File: config.mk
export PLATFORM = sky130hd
export DESIGN_NAME = jk_cmd_driver
export DESIGN_NICKNAME = d
export VERILOG_FILES = /design/src/rtl/jk_cmd_driver.sv
export SDC_FILE = /design/constraint.sdc
export NUM_CORES = 1
export LEC_CHECK = 0
export ABC_AREA = 1
export CAP_MARGIN = 20
export CORE_UTILIZATION = 40
export CTS_CLUSTER_DIAMETER = 30
export CTS_CLUSTER_SIZE = 25
export DETAILED_ROUTE_END_ITERATION = 10
export GPL_TIMING_DRIVEN = 0
export SLEW_MARGIN = 25
export SYNTH_ARGS = -nofsm -noshare
export SYNTH_HDL_FRONTEND = slang
export SYNTH_SLANG_ARGS = --single-unit
export TNS_END_PERCENT = 30
File: constraint.sdc
create_clock -name clk -period 3.7 [get_ports clk]
set_clock_uncertainty 0.2 [all_clocks]
set_input_delay 0.37 -clock clk [delete_from_list [all_inputs] [get_ports clk]]
set_output_delay 0.37 -clock clk [all_outputs]
set_load 0.005 [all_outputs]
File: src/rtl/jk_cmd_driver.sv
// Command-buffered stimulus engine for a flipflopjk cell: replays queued hold/reset/set/toggle ops
// onto j/k/enable, tracks the expected flop state and flags any divergence from the real q.
module jk_cmd_driver #(
   parameter int CNT_W      = 4,
   parameter int FIFO_DEPTH = 4,
   parameter bit CHK_EN     = 1'b1
) (
   input  logic             clk,
   input  logic             reset,
   input  logic             enable,
   input  logic             cmd_valid,
   input  logic [1:0]       cmd_op,
   input  logic [CNT_W-1:0] cmd_cnt,
   output logic             cmd_ready,
   input  logic             q_in,
   output logic             jk_en,
   output logic             j,
   output logic             k,
   output logic             q_model,
   output logic             busy,
   output logic             done,
   output logic             err
);
   localparam int PTR_W = $clog2(FIFO_DEPTH);
   localparam int ENT_W = CNT_W + 2;

   typedef enum logic [0:0] {IDLE = 1'b0, RUN = 1'b1} state_t;

   logic [ENT_W-1:0] fifo_mem_r [FIFO_DEPTH];
   logic [PTR_W-1:0] wr_ptr_r;
   logic [PTR_W-1:0] rd_ptr_r;
   logic [PTR_W:0]   count_r;
   logic             full_s;
   logic             empty_s;
   logic             push_s;
   logic             pop_s;
   logic [ENT_W-1:0] head_s;

   state_t           state_r;
   state_t           state_nxt_s;
   logic [CNT_W-1:0] rem_r;
   logic [CNT_W-1:0] rem_nxt_s;
   logic             jk_en_r, j_r, k_r, done_r, busy_r, q_model_r, err_r;
   logic             jk_en_nxt_s, j_nxt_s, k_nxt_s, done_nxt_s;

   // Characteristic equation of the driven JK flop.
   function automatic logic jk_next(input logic jv, input logic kv, input logic qv);
      return (jv & ~qv) | (~kv & qv);
   endfunction

   assign full_s    = (count_r == (PTR_W+1)'(FIFO_DEPTH));
   assign empty_s   = (count_r == '0);
   assign cmd_ready = ~full_s;
   assign push_s    = cmd_valid & ~full_s;
   assign head_s    = fifo_mem_r[rd_ptr_r];

   // Command buffer: pointers wrap naturally because the depth is a power of two.
   always_ff @(posedge clk) begin
      if (reset) begin
         wr_ptr_r <= '0;
         rd_ptr_r <= '0;
         count_r  <= '0;
      end else begin
         if (push_s) begin
            fifo_mem_r[wr_ptr_r] <= {cmd_op, cmd_cnt};
            wr_ptr_r             <= wr_ptr_r + PTR_W'(1);
         end
         if (pop_s) begin
            rd_ptr_r <= rd_ptr_r + PTR_W'(1);
         end
         case ({push_s, pop_s})
            2'b10:   count_r <= count_r + (PTR_W+1)'(1);
            2'b01:   count_r <= count_r - (PTR_W+1)'(1);
            default: count_r <= count_r;
         endcase
      end
   end

   // Sequencer next-state: rem counts the enabled cycles still owed after the current one.
   always_comb begin
      state_nxt_s = state_r;
      rem_nxt_s   = rem_r;
      jk_en_nxt_s = jk_en_r;
      j_nxt_s     = j_r;
      k_nxt_s     = k_r;
      done_nxt_s  = 1'b0;
      pop_s       = 1'b0;
      case (state_r)
         IDLE: begin
            jk_en_nxt_s = 1'b0;
            j_nxt_s     = 1'b0;
            k_nxt_s     = 1'b0;
            if (enable && !empty_s) begin
               pop_s                = 1'b1;
               {j_nxt_s, k_nxt_s}   = head_s[ENT_W-1 -: 2];
               rem_nxt_s            = head_s[CNT_W-1:0];
               jk_en_nxt_s          = 1'b1;
               state_nxt_s          = RUN;
            end else begin
               state_nxt_s = IDLE;
            end
         end
         RUN: begin
            if (!enable) begin
               jk_en_nxt_s = 1'b0;
            end else if (rem_r != '0) begin
               rem_nxt_s   = rem_r - CNT_W'(1);
               jk_en_nxt_s = 1'b1;
            end else if (!empty_s) begin
               pop_s              = 1'b1;
               {j_nxt_s, k_nxt_s} = head_s[ENT_W-1 -: 2];
               rem_nxt_s          = head_s[CNT_W-1:0];
               jk_en_nxt_s        = 1'b1;
            end else begin
               state_nxt_s = IDLE;
               jk_en_nxt_s = 1'b0;
               j_nxt_s     = 1'b0;
               k_nxt_s     = 1'b0;
               done_nxt_s  = 1'b1;
            end
         end
         default: begin
            state_nxt_s = IDLE;
            jk_en_nxt_s = 1'b0;
            j_nxt_s     = 1'b0;
            k_nxt_s     = 1'b0;
         end
      endcase
   end

   // Registered sequencer, shadow flop and sticky mismatch flag; model and flop step on the same edge.
   always_ff @(posedge clk) begin
      if (reset) begin
         state_r   <= IDLE;
         rem_r     <= '0;
         jk_en_r   <= 1'b0;
         j_r       <= 1'b0;
         k_r       <= 1'b0;
         done_r    <= 1'b0;
         busy_r    <= 1'b0;
         q_model_r <= 1'b0;
         err_r     <= 1'b0;
      end else begin
         state_r   <= state_nxt_s;
         rem_r     <= rem_nxt_s;
         jk_en_r   <= jk_en_nxt_s;
         j_r       <= j_nxt_s;
         k_r       <= k_nxt_s;
         done_r    <= done_nxt_s;
         busy_r    <= (state_nxt_s == RUN);
         q_model_r <= jk_en_r ? jk_next(j_r, k_r, q_model_r) : q_model_r;
         err_r     <= err_r | (CHK_EN & (q_in ^ q_model_r));
      end
   end

   assign jk_en   = jk_en_r;
   assign j       = j_r;
   assign k       = k_r;
   assign q_model = q_model_r;
   assign busy    = busy_r;
   assign done    = done_r;
   assign err     = err_r;
endmodule

Word level (Yosys, flattened, before mapping)

Memories as Yosys holds them, arrays and structs flattened. A register that Yosys moved wholly into a read port is not among the register bits.
Index checks and enable logic that the tools add are counted.

Flip-flop bits (word level): 18
RAM bits: 24
Input bits: 11
Output and inout bits: 8
Word-level logic and storage cells: 75
Memories kept: 1

Memory list:

| name       | depth | width | read ports | clocked after Yosys merged registers in | wr ports | line | RTL |
|---|---|---|---|---|---|---|---|
| fifo_mem_r | 4     | 6     | 1          | 1                                       | 1        | 29   | `logic [ENT_W-1:0] fifo_mem_r [FIFO_DEPTH];` |

Add/sub/neg operators: 5
Eq/ne operators: 7
Muxes and demuxes: 32
Bitwise gates (word level): 11
Reduce and logical (&&, ||, !) cells: 8

Operators by type and width:

| kind                                              | count |
|---|---|
| 2-to-1 mux 1 bit                                  | 19 |
| 2-to-1 mux 4 bit                                  | 4 |
| case mux 1 bit (2 select lines)                   | 5 |
| case mux 4 bit (2 select lines)                   | 1 |
| != test 2 bit (second input constant)             | 3 |
| case mux 3 bit (2 select lines)                   | 1 |
| NOT 1 bit                                         | 5 |
| adder 2 x 1 -> 2 bit (second input constant)      | 2 |
| 2-to-1 mux 2 bit                                  | 2 |
| nonzero test 4 bit                                | 1 |
| OR reduction 4 bit                                | 1 |
| subtractor 4 x 1 -> 4 bit (second input constant) | 1 |
| adder 3 x 1 -> 3 bit (second input constant)      | 1 |
| AND 1 bit                                         | 3 |
| == test 3 bit (second input constant)             | 1 |
| zero test 3 bit                                   | 1 |
| != test 3 x 2 -> 1 bit (second input constant)    | 1 |
| AND reduction 3 bit                               | 1 |
| subtractor 3 x 1 -> 3 bit (second input constant) | 1 |
| == test 2 x 1 -> 1 bit (second input constant)    | 1 |
| == test 2 bit (second input constant)             | 1 |
| bitwise OR 1 bit                                  | 2 |
| AND reduction 2 bit                               | 1 |
| nonzero test 2 bit                                | 1 |
| other kinds (3)                                   | 3 |

Longest topological paths before layout

Gate-level depths: netlist (run 1).

Word-level depth: 7
Mapped depth: 13
Depth with buffers taken out: 13

Least setup slack after synthesis (run 1)

No wires, ideal clock.

Path type: register to register
Start: register rem_r[0]
End: register count_r[2]
Library setup time: 0.122 ns
Arrival: 1.835 ns
Data required time: 3.378 ns
Slack: 1.543 ns
Stages on the path, launching flop included: 14
Path buffers: 0
Period minus slack after synthesis: 2.157 ns
Cells stage by stage: dfxtp_1 > inv_1 > ha_1 > nand2_2 > nand2_4 > inv_4 > nor2_8 > ha_1 > inv_1 > fa_1 > a21oi_1 > o21ai_0 > o21ai_0 > a21oi_1

Cells in the longest elaborated chain, start to end: 6
Elaborated cells between the ends (all ways): 8
Those cells by class: 2 x eq/ne; 4 x mux; 2 x reduce/logical

RTL lines:

| item                                                                         | line | RTL |
|---|---|---|
| start: declaration                                                           | 41   | `logic [CNT_W-1:0] rem_r;` |
| start signal: assignment                                                     | 145  | `rem_r <= rem_nxt_s;` |
| nonzero test 4 bit (*)                                                       | 106  | `end else if (rem_r != '0) begin` |
| 2-to-1 mux 1 bit (*)                                                         | 106  |  |
| 2-to-1 mux 1 bit (*)                                                         | 104  | `if (!enable) begin` |
| case mux 1 bit (2 select lines) (*)                                          | 88   | `case (state_r)` |
| named net pop_s                                                              | 36   | `logic pop_s;` |
| == test 2 x 1 -> 1 bit / == test 2 bit (equally long branches)               | 71   | `case ({push_s, pop_s})` |
| case mux 3 bit (2 select lines) / nonzero test 2 bit (equally long branches) | -    |  |
| end signal: assignment                                                       | 72   | `2'b10: count_r <= count_r + (PTR_W+1)'(1);` |
| end signal: assignment                                                       | 73   | `2'b01: count_r <= count_r - (PTR_W+1)'(1);` |
| end signal: assignment                                                       | 74   | `default: count_r <= count_r;` |
| end: declaration                                                             | 32   | `logic [PTR_W:0] count_r;` |

The timed path passes the listed nets; every way through them passes the cells marked *.
A chain may end at the register's enable or synchronous reset.

Worst setup path in the final report (run 1)

Same ends and word-level chain as after synthesis.

==> impl_metrics.yaml, run 1 <==
global_route:
  antenna_found_initial: 0
  grt_pass1_vias: 1215
  overflow: 0
  grt_use_met2_pct: 22.0
  use_met1_pct: 19.3
  grt_max_degree: 13
  busiest_layer: "met2"
  grt_util_met3_pct: 3.38
  grt_pass1_wl_mm: 5.43
  grt_use_total_pct: 14.5
min_path:
  holdPathEnd: "busy$_SDFF_PP0_"
  worstHoldPathType: "primary input to register"
  whs_path_depth: 2
  hp-start: "reset"
setup_path:
  crit_family: "adder cells"
  cp_data_required_time_ns: 3.68
  cpMaxStageDelayCell: "fa_1"
  critPathBufInv: 3
  worstSetupPathType: "register to register"
  r2r-start: "rem_r[0]$_SDFFE_PP0P_"
  path_max_fanout: 8
  worstRegToRegCells: 13
  crit_chain: "inv_1 > ha_1 > nand2_2 > nand2_4 > inv_4 > nor2_8 > ha_1 > inv_1 > fa_1 > a21oi_1 > o21ai_0 > o21ai_0 > a21oi_1"
  r2r_end: "count_r[2]$_SDFFE_PP0P_"
  critPathArrivalTime_ns: 2.34
  max_stage_delay_ns: 0.37
  end_kind: "register"
  rrSetupSlack_ns: 1.34
  cp-start-kind: "register"
finish:
  nets: 239
  diodes: 0
  design_area_um2: 2240
  drive_gt1_share_pct: 10.4
  multiInputGateArea_um2: 689
  fin_util_pct: 50.0
  seqCellArea_um2: 1120
  synthToLayoutAreaGrowth_pct: 16.4
  fill_cells: 412
timing:
  maxSlewViolCount: 0
  fin_crit_ns: 2.36
  rsz0062_at_grt: "no"
  setup_viol: 0
  finalWorstSetupSlack_ns: 1.34
  hold_ws_ns: 0.188
  tightest_slew_ns: 0.626
  layout_worst_path_cycle_share_pct: 63.8
  relSlewSlack_pct: 58.1
  finalHoldViolCount: 0
  fmax_mhz: 424
  fin_tns_setup_ns: 0
run_status:
  violations: "design-rule violations"
  outcome: "finished, violations left"
floorplanning:
  die_x_um: 71.3
  io_pins: 19
  initial_core_util_pct: 42.9
  die_area_um2: 5080
  coreArea_um2: 4470
  die_h_um: 71.3
  rows: 24
clock_tree:
  cts_tree: "done"
  numCtsBuffers: 5
  clkTransAtPathRegs_ns: 0.08
  h-tree-depth: 2
  clock_sinks: 44
  clock_latency_ns: 0.30
  cts_setup_buffers: 0
  cts_resized: 0
  clk_path_buf_depth: 2
  hold_buffers: 0
  cts_root_buffer: "clkbuf_8"
route:
  drt-pass1-iter-count: 7
  via_per_inst: 4.82
  drt.antenna.violating_nets: 0
  drt_iter0_markers: 87
  post-route-drc-count: 1
  vias: 1315
  wl_per_cell_um: 12.1
  routed_wirelength_mm: 3.30
placement:
  placedInstanceArea_um2: 2160
  place_hpwl_mm: 2.31
  portBuffers: 17
  gp_congestion: 0.711
  dp_slack_ns: 1.13
logic_synthesis:
  synth_top_area_share_pct: 37.5
  yosys_warnings: 0
  ys.flop_type: "edfxtp_1"
  synth_area_leaders: "edfxtp_1 38%, dfxtp_1 21%, nand2_1 6.8%, nor2_1 4.9%, ha_1 4.6%"
  ys_seq_area_share_pct: 58.4
  ys_types: 28
  async_flop_share_pct: 0
  synth_edf_count: 24
  syn_nets: 215
  synth_top_area_cell: "edfxtp_1"
  syn_avg_cell_area_um2: 9.80
  syn-cell-area_um2: 1920
  synth_seq_cells: 44
  synth_cells: 196
power_and_ir_drop:
  total_leakage_power_nw: 0.879
  powerDensity_nw_per_um2: 658
  vdd_drop_max_v: 0.000339
job:
  cap_violations: 0
==> logic make-up (layout without fill, tap and decap cells) <==
logic type      after synthesis  after routing  synth area share [%]
buf+inv                      26             51                  5.73
simple gates                 82             82                  19.8
fa+ha+maj                     8              8                  5.60
compound gates               33             33                  9.12
flops                        44             44                  58.4
xor+xnor                      3              3                  1.37
==> sequential cells by signal, indices dropped and copies added, names as in the netlist, named ones only <==
register	cells
wr_ptr_r	2
rd_ptr_r	2
fifo_mem_r	24
q_model	1
done	1
jk_en	1
busy	1
j	1
rem_r	4
count_r	3
k	1
err	1
==> power breakdown <==
group	internal (mW)	switching, mW	total, mW
logic	0.216	0.323	0.539
clock network	0.131	0.149	0.281
registers	0.594	0.0560	0.650
total	0.942	0.529	1.47
==> cells in the mapped netlist (2+ instances only) <==
library cell	count
nor2_1	25
edfxtp_1	24
nand3_1	12
a21oi_1	15
nand2_1	35
nand2_2	3
buf_4	2
xor2_1	2
clkinv_1	2
o21ai_0	14
ha_1	7
buf_2	2
dfxtp_1	20
inv_2	3
nand2_4	2
inv_1	16
==> worst reg2reg max path, cell delays in order, from the launching register on <==
cell and delay, ns:
dfxtp_1 0.34, inv_1 0.08, ha_1 0.17, nand2_2 0.10, nand2_4 0.13, inv_4 0.07
nor2_8 0.11, ha_1 0.15, inv_1 0.06, fa_1 0.37, a21oi_1 0.14, o21ai_0 0.11
o21ai_0 0.15, a21oi_1 0.06
==> worst max path at each step <==
stage / startpoint / end / cells after the start
after floorplan: rem_r[0]$_SDFFE_PP0P_ / count_r[2]$_SDFFE_PP0P_ / 13
after global placement: enable / count_r[2]$_SDFFE_PP0P_ / 10
after detailed placement: enable / count_r[2]$_SDFFE_PP0P_ / 10
after CTS: rem_r[0]$_SDFFE_PP0P_ / count_r[2]$_SDFFE_PP0P_ / 13
after global routing: rem_r[0]$_SDFFE_PP0P_ / count_r[2]$_SDFFE_PP0P_ / 13
final: rem_r[0]$_SDFFE_PP0P_ / count_r[2]$_SDFFE_PP0P_ / 13
==> routing by layer <==
metal | vias up | part of all wire (%)
li1 | 693 | -
met1 | 596 | 50
met2 | 20 | 45
met3 | 6 | 3.1
met4 | 0 | 2.1
met5 | - | 0
==> layout by cell type, fill, tap and decap left out, types with 3 or more instances in the layout <==
master,n
a21oi_1,15
clkbuf_8,5
clkdlybuf4s50_1,17
clkinv_1,3
dfxtp_1,20
edfxtp_1,24
ha_1,7
inv_1,16
inv_2,3
nand2_1,35
nand2_2,3
nand3_1,12
nor2_1,25
o21ai_0,14
==> final cells by class <==
type / count / area share (%)
multi-input cells: 126 / 30.8
inverters: 22 / 3.81
clock inverters: 1 / 0.168
flip-flops and latches: 44 / 50.1
clock buffers: 7 / 3.41
well taps: 52 / 2.91
plain buffers: 4 / 1.12
repair buffers: 17 / 7.61
==> through the flow <==
stage,instances,power [mW]
after floorplan,196,1.06
after global placement,265,1.20
after detailed placement,265,1.21
after CTS,273,1.49
after global routing,273,1.59
final,273,1.47
(Power assumes the default switching activity.)
==> run 2: changes to the inputs <==
- clock period: 3.7 -> 2.3 ns (I/O delays scaled with it)
==> run 2 against run 1 <==
The flow still finishes with violations (design-rule violations). Sequential cell count is the same. Combinational power grew 79%. Register-to-register slack lost 1.2 ns. First-iteration DRC count shrank 20%. Final cell count grew 1.1%. Critical path depth is the same. Critical path type unchanged. Largest cell class unchanged. Largest power group unchanged.
==> impl_metrics.yaml, run 2 (synthesis gave the netlist of run 1 again) <==
timing:
  fin_crit_ns: 2.16
  relSlewSlack_pct: 58.7
  rsz0062_at_grt: "no"
  finalWorstSetupSlack_ns: 0.141
  layout_worst_path_cycle_share_pct: 93.8
  fmax_mhz: 463
  maxSlewViolCount: 0
  setup_viol: 0
  tightest_slew_ns: 0.617
  finalHoldViolCount: 0
finish:
  diodes: 0
  fin_util_pct: 51.1
  regMostFlops: "fifo_mem_r"
  largest_register_ff_count: 24
  nets: 242
  fill_cells: 411
  reg_top3: "fifo_mem_r: 24 flops, rem_r: 4 flops, count_r: 3 flops"
  drive_gt1_share_pct: 15.2
  layout_common_cells: "35 x nand2_1, 25 x nor2_1, 24 x edfxtp_1, 19 x dfxtp_1, 17 x clkdlybuf4s50_1"
  layout_commonest_cell: "nand2_1"
  seqCellArea_um2: 1120
  synthToLayoutAreaGrowth_pct: 19.0
  multiInputGateArea_um2: 716
min_path:
  worstHoldPathType: "primary input to register"
  hp-start: "reset"
floorplanning:
  io_pins: 19
  die_x_um: 71.3
  die_h_um: 71.3
  coreArea_um2: 4470
  die_area_um2: 5080
  rows: 24
  initial_core_util_pct: 42.9
setup_path:
  max_stage_delay_ns: 0.37
  cp-start-kind: "register"
  crit_start: "rem_r[1]$_SDFFE_PP0P_"
  r2r-start: "rem_r[1]$_SDFFE_PP0P_"
  path_max_fanout: 6
  crit_family: "adder cells"
  worstSetupPathType: "register to register"
  critPathArrivalTime_ns: 2.14
  cp_data_required_time_ns: 2.28
  cpMaxStageDelayCell: "fa_2"
  end_kind: "register"
  critPathBufInv: 3
  crit_chain: "inv_2 > ha_4 > nand2_4 > nand2_4 > inv_4 > nor2_8 > ha_2 > inv_2 > fa_2 > a21oi_2 > o21ai_1 > o21ai_1 > a21oi_1"
global_route:
  antenna_found_initial: 0
  overflow: 0
  grt_max_degree: 13
  grt_use_total_pct: 14.7
  grt_pass1_wl_mm: 5.50
  grt_pass1_vias: 1213
route:
  drt_iter0_markers: 70
  via_per_inst: 4.73
  drt.antenna.violating_nets: 0
  post-route-drc-count: 1
  drt-pass1-iter-count: 7
  vias: 1306
  wl_per_cell_um: 12.1
  routed_wirelength_mm: 3.33
placement:
  place_hpwl_mm: 2.31
  gp_congestion: 0.711
  portBuffers: 17
  dp_slack_ns: -0.131
run_status:
  outcome: "finished, violations left"
  violations: "design-rule violations"
clock_tree:
  cts_root_buffer: "clkbuf_8"
  numCtsBuffers: 5
  clock_sinks: 44
  hold_buffers: 0
  h-tree-depth: 2
  cts_tree: "done"
  clock_latency_ns: 0.30
  clk_path_buf_depth: 2
  clkTransAtPathRegs_ns: 0.09
power_and_ir_drop:
  vdd_drop_max_v: 0.000591
  total_leakage_power_nw: 0.894
  powerDensity_nw_per_um2: 1080
job:
  cap_violations: 0
run 2: changes by cell type in the layout (fill, tap and decap cells not counted), sizes merged:
cell	previous run	this run
buf	4	7
run 2: layout make-up:
class / instances / share of cell area (%)
Buffer: 4 / 1.09
Clock buffer: 7 / 3.34
Clock inverter: 1 / 0.164
Inverter: 22 / 3.72
Multi-Input combinational cell: 126 / 31.3
Sequential cell: 44 / 49.1
Tap cell: 52 / 2.85
Timing Repair Buffer: 20 / 8.43
run 2: repair_timing:
action | 4_1_cts | 5_1_grt
setup buffers | 1 | 2
pin swaps | 0 | 1
setup endpoints to repair | 1 | 2
gates resized for setup | 0 | 12
run 2: per-layer routing:
metal  wire length, um  GRT usage [%]  share of wire [%]  up-vias
met5                 0              0                  0        -
met4                54           8.00                1.6        0
met2              1510           22.2                 45       14
met3                89           3.38                2.7        5
li1                  -              -                  -      703
met1              1680           19.7                 50      584
run 2: worst paths after layout:
kind / end / slack (ns) / cells past startpoint
min: busy$_SDFF_PP0_ / 0.05 / 2
min reg2reg: err$_SDFF_PP0_ / 0.29 / 2
max: count_r[2]$_SDFFE_PP0P_ / 0.14 / 13
max reg2reg: count_r[2]$_SDFFE_PP0P_ / 0.14 / 13
run 2: stage by stage:
step                      cells  total power [mW]  cell area (um^2)  TNS (ns)  hold WS, ns
after floorplan             196              1.70              1920         0        0.129
after global placement      265              1.94              2160    -0.120        0.261
after detailed placement    265              1.94              2160    -0.131        0.267
after CTS                   274              2.40              2240         0       0.0483
after global routing        276              2.66              2290         0       0.0608
final                       276              2.47              2290         0       0.0495
run 2: where the power goes:
part / switching, mW / internal [mW] / total (mW) / leakage, nW
Clock: 0.244 / 0.212 / 0.456 / 0.0399
Combinational: 0.558 / 0.408 / 0.966 / 0.471
Sequential: 0.0891 / 0.957 / 1.05 / 0.382
Total: 0.892 / 1.58 / 2.47 / 0.894
==> run 3: changes to the inputs <==
- ABC_AREA: 1 -> default
- CAP_MARGIN: 20 -> default
- RECOVER_POWER: default -> 50
==> run 3 against run 2 <==
The flow finishes with violations (negative setup slack). Sequential power barely moved. Clock power barely moved. Setup slack got worse by 0.39 ns. Critical path type unchanged. Sequential cell count did not move. Critical path depth fell by 3. Area after synthesis fell by 2.5%.
==> impl_metrics.yaml, run 3 <==
clock_tree:
  clock_sinks: 44
  clk_path_buf_depth: 2
  cts_tree: "done"
  clkTransAtPathRegs_ns: 0.08
  numCtsBuffers: 5
  hold_buffers: 0
  cts_root_buffer: "clkbuf_8"
  h-tree-depth: 2
  clock_latency_ns: 0.29
power_and_ir_drop:
  total_leakage_power_nw: 0.812
  vdd_drop_max_v: 0.000403
  p_sw_share_pct: 33.6
  combPwrFrac_pct: 39.1
  intPower_mw: 1.63
  powerDensity_nw_per_um2: 1070
  pwr-share-seq_pct: 42.3
  clockPowerShare_pct: 18.7
  switching_power_uw: 823
finish:
  diodes: 0
  drive_gt1_share_pct: 21.3
  largest_register_ff_count: 24
  instances_no_fill: 226
  synthToLayoutAreaGrowth_pct: 22.0
  layout_commonest_cell: "edfxtp_1"
  regMostFlops: "fifo_mem_r"
  layout_common_cells: "24 x edfxtp_1, 18 x dfxtp_1, 14 x dlygate4sd3_1, 13 x nor2_1"
  reg_top3: "fifo_mem_r: 24 flops, rem_r: 4 flops, count_r: 3 flops"
  nets: 192
global_route:
  grt_pass1_wl_mm: 5.81
  grt_max_degree: 13
  grt_pass1_vias: 1205
  antenna_found_initial: 0
  overflow: 0
  grt_use_total_pct: 15.6
logic_synthesis:
  yosys_warnings: 0
  syn-cell-area_um2: 1870
  ys.flop_type: "edfxtp_1"
  ys_seq_area_share_pct: 59.9
  synth_seq_cells: 44
  syn_nets: 161
  ys_types: 42
  synth_cells: 142
  synth_area_leaders: "edfxtp_1 38%, dfxtp_1 21%, mux4_2 7.2%, ha_1 4.7%, nor2_1 2.6%"
  ys_top_cells_by_count: "24 x edfxtp_1, 20 x dfxtp_1, 13 x nor2_1"
  synth_top_area_share_pct: 38.5
  synth_most_common_cell: "edfxtp_1"
  syn_avg_cell_area_um2: 13.2
  synth_edf_count: 24
  synth_top_area_cell: "edfxtp_1"
  async_flop_share_pct: 0
floorplanning:
  die_h_um: 70.4
  die_area_um2: 4960
  rows: 24
  io_pins: 19
  die_x_um: 70.4
  initial_core_util_pct: 42.4
  coreArea_um2: 4410
timing:
  hold_ws_ns: 0.269
  fin_tns_setup_ns: -0.279
  setup_viol: 2
  finalWorstSetupSlack_ns: -0.253
  relSlewSlack_pct: 53.6
  finalHoldViolCount: 0
  fmax_mhz: 392
  tightest_slew_ns: 0.690
  layout_worst_path_cycle_share_pct: 111
  rsz0062_at_grt: "yes"
  maxSlewViolCount: 0
  fin_crit_ns: 2.55
route:
  post-route-drc-count: 0
  wl_per_cell_um: 15.2
  drt-pass1-iter-count: 4
  via_per_inst: 5.27
  routed_wirelength_mm: 3.44
  drt.antenna.violating_nets: 0
  drt_iter0_markers: 103
  vias: 1190
setup_path:
  max_stage_delay_ns: 0.40
  path_max_fanout: 2
  crit_chain: "inv_2 > ha_4 > or3b_4 > a21oi_4 > ha_4 > inv_2 > fa_2 > xor2_1 > or3_1 > a21oi_2"
  cp-start-kind: "register"
  cpMaxStageDelayCell: "or3b_4"
  critPathBufInv: 2
  crit_family: "simple AND/OR/NAND/NOR gates"
  end_kind: "register"
  cp_data_required_time_ns: 2.33
  critPathArrivalTime_ns: 2.59
  worstSetupPathType: "register to register"
run_status:
  outcome: "finished, violations left"
  violations: "negative setup slack"
placement:
  dp_slack_ns: -0.423
  gp_congestion: 0.773
  place_inst: 212
  place_hpwl_mm: 2.40
  portBuffers: 18
job:
  cap_violations: 0
min_path:
  worstHoldPathType: "register to register"
## run 3: area by class of cell
| cell class | count | area, um^2 |
|---|---|---|
| clock buffer | 7 | 76.3 |
| multi-input combinational | 82 | 719 |
| sequential | 44 | 1120 |
| fill | 394 | 2130 |
| timing repair buffer | 25 | 233 |
| buffer | 4 | 23.8 |
| inverter | 11 | 41.3 |
| tap | 52 | 65.1 |
| clock inverter | 1 | 3.75 |
## run 3: worst reg2reg max path, delay by kind of cell, from the launching register on
kind,cells,cell delay (ns)
simple gates,2,0.76
fa+ha+maj,3,0.62
flops,1,0.33
compound gates,2,0.30
xor+xnor,1,0.17
buf+inv,2,0.11
## run 3: per-stage QoR
| stage | total power, mW | utilization (%) | area [um^2] |
|---|---|---|---|
| floorplan | 1.69 | - | 1890 |
| global placement | 1.88 | 48.3 | 2130 |
| detailed placement | 1.92 | 48.3 | 2130 |
| CTS | 2.47 | 51.4 | 2270 |
| global route | 2.61 | 51.8 | 2290 |
| finish | 2.45 | 51.8 | 2290 |
## run 3: cells by family (layout without fill, tap and decap cells)
family          count (synthesis)  after routing  share of synthesized area, %
compound gates                 23             23                          9.09
xor+xnor                        6              6                          2.81
fa+ha+maj                       8              8                          5.74
buf+inv                        16             48                          4.07
flops                          44             44                          59.9
mux                             7              7                          7.75
simple gates                   38             38                          10.7
## run 3: routing by layer
metal	track usage, %	vias up	wire length, um
met1	19.4	566	1570
met5	0	-	0
met4	6.44	0	74
met3	4.62	8	145
met2	25.2	32	1650
li1	-	584	-
## run 3: power groups by stage
| stage | Combinational, mW | Clock, mW | Sequential [mW] |
|---|---|---|---|
| global placement | 0.833 | 0 | 1.05 |
| detailed placement | 0.864 | 0 | 1.05 |
| floorplan | 0.655 | 0 | 1.03 |
| finish | 0.956 | 0.457 | 1.04 |
| global route | 1.05 | 0.505 | 1.05 |
| CTS | 0.961 | 0.473 | 1.04 |
## run 3: repair_timing
item,in CTS,in global routing
endpoints found under the setup margin,2,2
pin swaps,3,7
cloned,0,0
setup buffers,6,1
resized for setup,3,6
## run 3: worst paths after layout
| check | startpoint | end | slack [ns] | depth (start not counted) |
|---|---|---|---|---|
| hold reg to reg | err$_SDFF_PP0_ | err$_SDFF_PP0_ | 0.27 | 2 |
| hold / removal | err$_SDFF_PP0_ | err$_SDFF_PP0_ | 0.27 | 2 |
| setup / recovery | rem_r[0]$_SDFFE_PP0P_ | count_r[2]$_SDFFE_PP0P_ | -0.25 | 10 |
| setup reg to reg | rem_r[0]$_SDFFE_PP0P_ | count_r[2]$_SDFFE_PP0P_ | -0.25 | 10 |
